===== config.mk =====
export PLATFORM = sky130hd
export DESIGN_NAME = serial_deser5
export DESIGN_NICKNAME = d
export VERILOG_FILES = /design/src/rtl/serial_deser5.sv
export SDC_FILE = /design/constraint.sdc
export NUM_CORES = 1
export LEC_CHECK = 0
export ABC_AREA = 1
export BUFFER_PORTS_ARGS = -buffer_cell sky130_fd_sc_hd__buf_2
export CORE_MARGIN = 10
export CORE_UTILIZATION = 49
export DETAILED_ROUTE_END_ITERATION = 7
export MAX_ROUTING_LAYER = met4
export PLACE_DENSITY = 0.67
export SLEW_MARGIN = 20
export SYNTH_ARGS = -nofsm -noshare
export SYNTH_HDL_FRONTEND = slang
export SYNTH_SLANG_ARGS = --single-unit

===== constraint.sdc =====
create_clock -name clk -period 2.31 [get_ports clk]
set_input_delay 0.231 -clock clk [delete_from_list [all_inputs] [get_ports clk]]
set_output_delay 0.231 -clock clk [all_outputs]
set_load 0.1 [all_outputs]

===== src/rtl/serial_deser5.sv =====
// serial_deser5: oversampled UART-style receiver for 5-bit words with a 2-entry buffer
// and sticky frame/overrun flags. Define SERIAL_DESER5_PARITY_EN to add an odd-parity bit.
module serial_deser5 #(
  parameter int OVERSAMPLE = 16
) (
  input  logic       clk,
  input  logic       reset_n,
  input  logic       en_16_x_baud,
  input  logic       serial_in,
  input  logic       read_strobe,
  input  logic       clear_errors,
  output logic [4:0] data_out,
  output logic       data_present,
  output logic       buffer_full,
  output logic       frame_error,
  output logic       overrun
);

  localparam int TW = $clog2(OVERSAMPLE);
  localparam logic [TW-1:0] T_HALF = TW'(OVERSAMPLE / 2 - 1);
  localparam logic [TW-1:0] T_FULL = TW'(OVERSAMPLE - 1);

  typedef enum logic [2:0] {
    S_IDLE, S_START, S_DATA, S_PARITY, S_STOP, S_WAIT_HIGH
  } state_t;

  state_t          state_q, state_d;
  logic            sync1_q, rx_q;
  logic [TW-1:0]   tcnt_q, tcnt_d;
  logic [2:0]      bcnt_q, bcnt_d;
  logic [4:0]      shift_q, shift_d;
  logic [4:0]      head_q, head_d, tail_q, tail_d;
  logic [1:0]      count_q, count_d;
  logic            present_q, full_q, fe_q, ov_q;
  logic            push, pop, set_fe, set_ov, word_ok;

`ifdef SERIAL_DESER5_PARITY_EN
  logic par_q, par_d;
  assign word_ok = ^{shift_q, par_q};
`else
  assign word_ok = 1'b1;
`endif

  // Two-flop synchronizer; idles high so a reset never looks like a start bit.
  always_ff @(posedge clk or negedge reset_n) begin
    if (!reset_n) begin
      sync1_q <= 1'b1;
      rx_q    <= 1'b1;
    end else begin
      // NOTE: non-blocking assignments keep every flop sampling pre-edge values, so the
      // two stages really form a two-cycle delay instead of collapsing into one.
      sync1_q <= serial_in;
      rx_q    <= sync1_q;
    end
  end

  always_comb begin
    // NOTE: every output of this block gets a default first; a path that left one
    // unassigned would infer a latch.
    state_d = state_q;
    tcnt_d  = tcnt_q;
    bcnt_d  = bcnt_q;
    shift_d = shift_q;
`ifdef SERIAL_DESER5_PARITY_EN
    par_d   = par_q;
`endif
    push    = 1'b0;
    set_fe  = 1'b0;
    if (en_16_x_baud) begin
      case (state_q)
        S_IDLE: if (!rx_q) begin
          state_d = S_START;
          tcnt_d  = '0;
        end
        S_START: if (tcnt_q == T_HALF) begin
          tcnt_d  = '0;
          bcnt_d  = '0;
          state_d = rx_q ? S_IDLE : S_DATA;
        end else tcnt_d = tcnt_q + TW'(1);
        S_DATA: if (tcnt_q == T_FULL) begin
          shift_d[bcnt_q] = rx_q;
          tcnt_d          = '0;
          if (bcnt_q == 3'd4) begin
`ifdef SERIAL_DESER5_PARITY_EN
            state_d = S_PARITY;
`else
            state_d = S_STOP;
`endif
          end else bcnt_d = bcnt_q + 3'd1;
        end else tcnt_d = tcnt_q + TW'(1);
`ifdef SERIAL_DESER5_PARITY_EN
        S_PARITY: if (tcnt_q == T_FULL) begin
          par_d   = rx_q;
          tcnt_d  = '0;
          state_d = S_STOP;
        end else tcnt_d = tcnt_q + TW'(1);
`endif
        S_STOP: if (tcnt_q == T_FULL) begin
          tcnt_d = '0;
          if (!rx_q) begin
            set_fe  = 1'b1;
            state_d = S_WAIT_HIGH;
          end else begin
            set_fe  = !word_ok;
            push    = word_ok;
            state_d = S_IDLE;
          end
        end else tcnt_d = tcnt_q + TW'(1);
        S_WAIT_HIGH: if (rx_q) state_d = S_IDLE;
        default: state_d = S_IDLE;
      endcase
    end
  end

  // Buffer: head_q is always the oldest word, or zero when empty.
  always_comb begin
    pop     = read_strobe && (count_q != 2'd0);
    head_d  = head_q;
    tail_d  = tail_q;
    count_d = count_q;
    set_ov  = 1'b0;
    case (count_q)
      2'd0: if (push) begin
        head_d  = shift_q;
        count_d = 2'd1;
      end
      2'd1: begin
        if (push && pop) head_d = shift_q;
        else if (push) begin
          tail_d  = shift_q;
          count_d = 2'd2;
        end else if (pop) begin
          head_d  = '0;
          count_d = 2'd0;
        end
      end
      2'd2: begin
        if (push && pop) begin
          head_d = tail_q;
          tail_d = shift_q;
        end else if (push) set_ov = 1'b1;
        else if (pop) begin
          head_d  = tail_q;
          tail_d  = '0;
          count_d = 2'd1;
        end
      end
      default: count_d = 2'd0;
    endcase
  end

  always_ff @(posedge clk or negedge reset_n) begin
    if (!reset_n) begin
      state_q   <= S_IDLE;
      tcnt_q    <= '0;
      bcnt_q    <= '0;
      shift_q   <= '0;
`ifdef SERIAL_DESER5_PARITY_EN
      par_q     <= 1'b0;
`endif
      // NOTE: the buffer entries are reset as well, because data_out is read directly
      // from the head entry and must be zero whenever the buffer is empty.
      head_q    <= '0;
      tail_q    <= '0;
      count_q   <= '0;
      present_q <= 1'b0;
      full_q    <= 1'b0;
      fe_q      <= 1'b0;
      ov_q      <= 1'b0;
    end else begin
      state_q   <= state_d;
      tcnt_q    <= tcnt_d;
      bcnt_q    <= bcnt_d;
      shift_q   <= shift_d;
`ifdef SERIAL_DESER5_PARITY_EN
      par_q     <= par_d;
`endif
      head_q    <= head_d;
      tail_q    <= tail_d;
      count_q   <= count_d;
      present_q <= (count_d != 2'd0);
      full_q    <= (count_d == 2'd2);
      fe_q      <= (fe_q & ~clear_errors) | set_fe;
      ov_q      <= (ov_q & ~clear_errors) | set_ov;
    end
  end

  assign data_out     = head_q;
  assign data_present = present_q;
  assign buffer_full  = full_q;
  assign frame_error  = fe_q;
  assign overrun      = ov_q;

endmodule


Word-level counts from Yosys, hierarchy flattened. Cells that the tools add are included.

$add $sub $neg: 2. Multipliers: 0. Divide/modulo/power cells: 0. Order comparisons: 2. Eq/ne operators: 24. Shift-type cells: 0. Multiplexer cells: 49. Bitwise operators: 5. Reductions and logical operators: 18.

Operators by type and width (number): 2-to-1 mux 5 bit (8); 2-to-1 mux 3 bit (10); inequality test 2 bit (second input constant) (10); 2-to-1 mux 2 bit (8); case mux 3 bit (5 select lines) (1); case mux 5 bit (3 select lines) (1); 2-to-1 mux 1 bit (12); 2-to-1 mux 4 bit (3); inequality test 3 bit (second input constant) (4); case mux 4 bit (3 select lines) (1); case mux 5 bit (2 select lines) (1); AND reduction 5 bit (2); equality test 3 bit (second input constant) (3); nonzero test 2 bit (4); AND reduction 7 bit (1); case mux 2 bit (3 select lines) (1); case mux 3 bit (2 select lines) (1); AND reduction 3 bit (2); AND reduction 6 bit (1); nonzero test 3 bit (2); bitwise mux 5 bit (1); adder 4 x 1 -> 4 bit (second input constant) (1); equality test 2 bit (second input constant) (2); equality test 4 x 3 -> 1 bit (second input constant) (1); 15 further kinds (19).

Bits in registers: 33. Bits in latches: 0. Memory bits (writable): 0. ROM bits: 0. Input port bits: 6. Output and inout port bits: 9. Logic and storage cells: 113. Memories kept: 0.

Depth between registers and ports, before layout.
Depth after elaboration: 8. Depth in mapped cells: 12. Depth with buffers taken out: 12.

Worst setup path after synthesis. OpenSTA, ideal clock, no wires.

Kind: reg2reg. Start point: register count_q[0]. End point: register head_q[0], in the netlist data_out[0]. Library setup time: 0.126 ns. Data arrival time: 1.498 ns. Path slack: 0.687 ns. Cell stages (with the launch flop): 9. Buffers on the path: 0. Clock period less this slack: 1.623 ns. Path through: dfrtp_1 > inv_1 > ha_1 > inv_1 > nand2_2 > o21ai_1 > nand2_2 > a21oi_1 > a21oi_1.

Word-level cells in the longest chain between the ends: 5.

Ends and longest elaborated chain: start, declared (RTL line 33) `logic [1:0] count_q, count_d;`; start signal, assigned (RTL line 180) `count_q <= count_d;`; nonzero test 2 bit (RTL line 117) `pop = read_strobe && (count_q != 2'd0);`; logical AND 1 bit (RTL line 117); logical AND 1 bit (RTL line 128, 138); inequality test 3 bit (no line) or 2-to-1 mux 5 bit (tied branches); AND reduction 6 bit (no line) or case mux 5 bit (3 select lines) (tied branches); end signal, assigned (RTL line 163) `head_q <= '0;`; end signal, assigned (RTL line 178) `head_q <= head_d;`; end, declared (RTL line 32) `logic [4:0] head_q, head_d, tail_q, tail_d;`.

Parallel ways exist; a longest one is shown, timed or not. A chain may end at the register's enable or synchronous reset.

Worst setup path after layout.
Start point: register count_q[1]. End point: register head_q[0], in the netlist data_out[0].

Same word-level chain as after synthesis.

==> impl_metrics.toml <==
[logic_synthesis]
synth_seq_cells = 33
syn_area_sq_um = 1810
synth_cells = 212
synth_nets = 225
ys_seq_area_frac = 0.459
synth.distinct_cells = 29
ys_warn_count = 0
syn_area_per_cell_sq_um = 8.52

[placement]
numPortBuffers = 14
gp_congestion = 0.806
dp_cells = 272
dp_hpwl_um = 2510

[worst_setup_path]
crit_buf_inv = 1
path_class = "flop to flop"
end_kind = "flop"
path_cells = "inv_1 > ha_1 > nor2_1 > nand2_1 > o21ai_1 > nand2_2 > a21oi_1 > a21oi_1"
slowest_delay_ps = 370
required_ps = 2480
cp_slowest_cell = "dfrtp_1"
critPathArrivalTime_ps = 2010
cp_top_family = "simple AND/OR/NAND/NOR gates"
crit_top_cell = "a21oi_1"
start_kind = "flop"
cp_max_fo = 6

[global_routing]
grt_util_all_layers = 0.115
grt_max_degree = 34
grt_pass1_wl_um = 6020
grt_pass1_vias = 1401
antenna_found_initial = 0
overflow = 0

[job]
cap_viol_max_count = 0

[layout]
drive_above_1_share = 0.226
final_cell_mix = "nand2_1, dfrtp_1, inv_1, a21oi_1, o21ai_1"
layout_commonest_cell = "nand2_1"
fin_util = 0.601
num-nets-final = 246
layout.cells.non_filler = 280
num_antenna_cells = 0
area_growth_pct = 14.5

[clock_network]
cts_root_buf = "clkbuf_8"
cts_tree = "yes"
cts_buffer_depth = 2
cts_made_buffers = 5
cts_setup_buffers = 0
ctsResizeCount = 0
postCtsHoldBufs = 0
htree_num_levels = 2
clk_pin_slew_ps = 70
cts_sinks = 33
clk-insertion-delay-late_ps = 280

[route]
drc_errors = 0
antenna_left = 0
drtIter0Drc = 74
vias = 1396
wl_per_cell_um = 11.7
wl_um = 3280
vias_per_cell = 4.99
first_pass_iters = 4

[sta]
setup_viol = 0
final_max_slew_viol_count = 0
tightest_slew_ps = 713
fmax_mhz = 545
rsz0062_at_grt = "no"
fin_crit_ps = 1840
skew_ps = 5.81
period_share = 0.795
hold_ws_ps = -3.04
maxSlewHeadroom = 0.525
hold_viol_final = 4
finalSetupTns_ps = 0

[floorplanning]
row_count = 21
initial_core_util = 0.525
core_sq_um = 3440
dieArea_sq_um = 6510
die_h_um = 80.7
die_x_um = 80.7
io_pins = 15

[power_and_ir_drop]
vdd_drop_max_mv = 0.598
p_per_area_nw_per_um2 = 907
leakagePower_uw = 0.00106

[worst_hold_path]
min_path_type = "input pin to async pin"

[outcome]
violations = "negative hold slack"
status = "finished, violations left"
-- logic make-up (layout without fill, tap and decap cells) --
| family | after synthesis | count (layout) | synth area share |
|---|---|---|---|
| AO/OA/AOI/OAI | 52 | 52 | 0.162 |
| XOR/XNOR | 1 | 1 | 0.00485 |
| adder cells (fa/ha/maj) | 7 | 7 | 0.0485 |
| buffers and inverters | 26 | 48 | 0.0541 |
| flip-flops | 33 | 33 | 0.459 |
| AND/OR/NAND/NOR | 93 | 93 | 0.272 |
-- metrics by stage --
stage                     cell area, sq um  total power, uW  hold slack, ps  setup slack, ps
after floorplan                       1810             1150           -64.6              687
after global placement                1930             1250             332              553
after detailed placement              1930             1250             328              484
after CTS                             2070             1900            20.3              461
after global routing                  2070             2000            33.7              216
final                                 2070             1880           -3.04              474
-- metal layers --
| metal | wire length (um) | part of all wire | up-vias | global-route usage |
|---|---|---|---|---|
| met5 | 0 | 0 | - | - |
| met4 | 28 | 0.0085 | 0 | 0.0415 |
| met3 | 168 | 0.051 | 4 | 0.0312 |
| met2 | 1570 | 0.48 | 20 | 0.184 |
| met1 | 1510 | 0.46 | 632 | 0.136 |
| li1 | - | - | 740 | - |
-- power breakdown --
group | internal (uW) | switching (uW)
clock | 428 | 209
combinational | 172 | 333
sequential | 645 | 88.2
total | 1250 | 630
-- state kept, by name, indices dropped and copies added (netlist names), 2 cells and up --
register	cells
bcnt_q	3
count_q	2
data_out	5
shift_q	5
state_q	3
tail_q	5
tcnt_q	4
-- layout make-up --
type	instances	area [sq um]
clock inverter	3	65.1
sequential	33	828
timing repair buffer	14	70.1
multi-input combinational	153	880
inverter	26	97.6
fill	314	1380
tap	46	57.6
clock buffer	5	68.8
-- cell usage after synthesis (all sizes together) --
library cell / number / area [sq um]
dfrtp: 31 / 776
o21bai: 1 / 7.51
o21ai: 28 / 159
o21a: 1 / 7.51
inv: 26 / 97.6
nor2: 19 / 108
nand3: 14 / 95.1
dfstp: 2 / 52.6
o22ai: 1 / 6.26
nor4: 1 / 6.26
o31ai: 1 / 7.51
xnor2: 1 / 8.76
a31oi: 1 / 6.26
nand2: 56 / 255
a21oi: 19 / 98.9
ha: 7 / 87.6
nor3: 3 / 26.3
-- final timing paths --
path,end,cells after the start,slack (ps),from
setup / recovery,data_out[0],8,470,count_q[1]
hold / removal,tcnt_q[3],1,-3,reset_n
setup reg to reg,data_out[0],8,470,count_q[1]
hold reg to reg,rx_q,0,360,sync1_q
max in group asynchronous,state_q[2],1,1860,reset_n
min in group clk,sync1_q,1,50,serial_in
No activity file was read; power rests on OpenSTA's default activity.
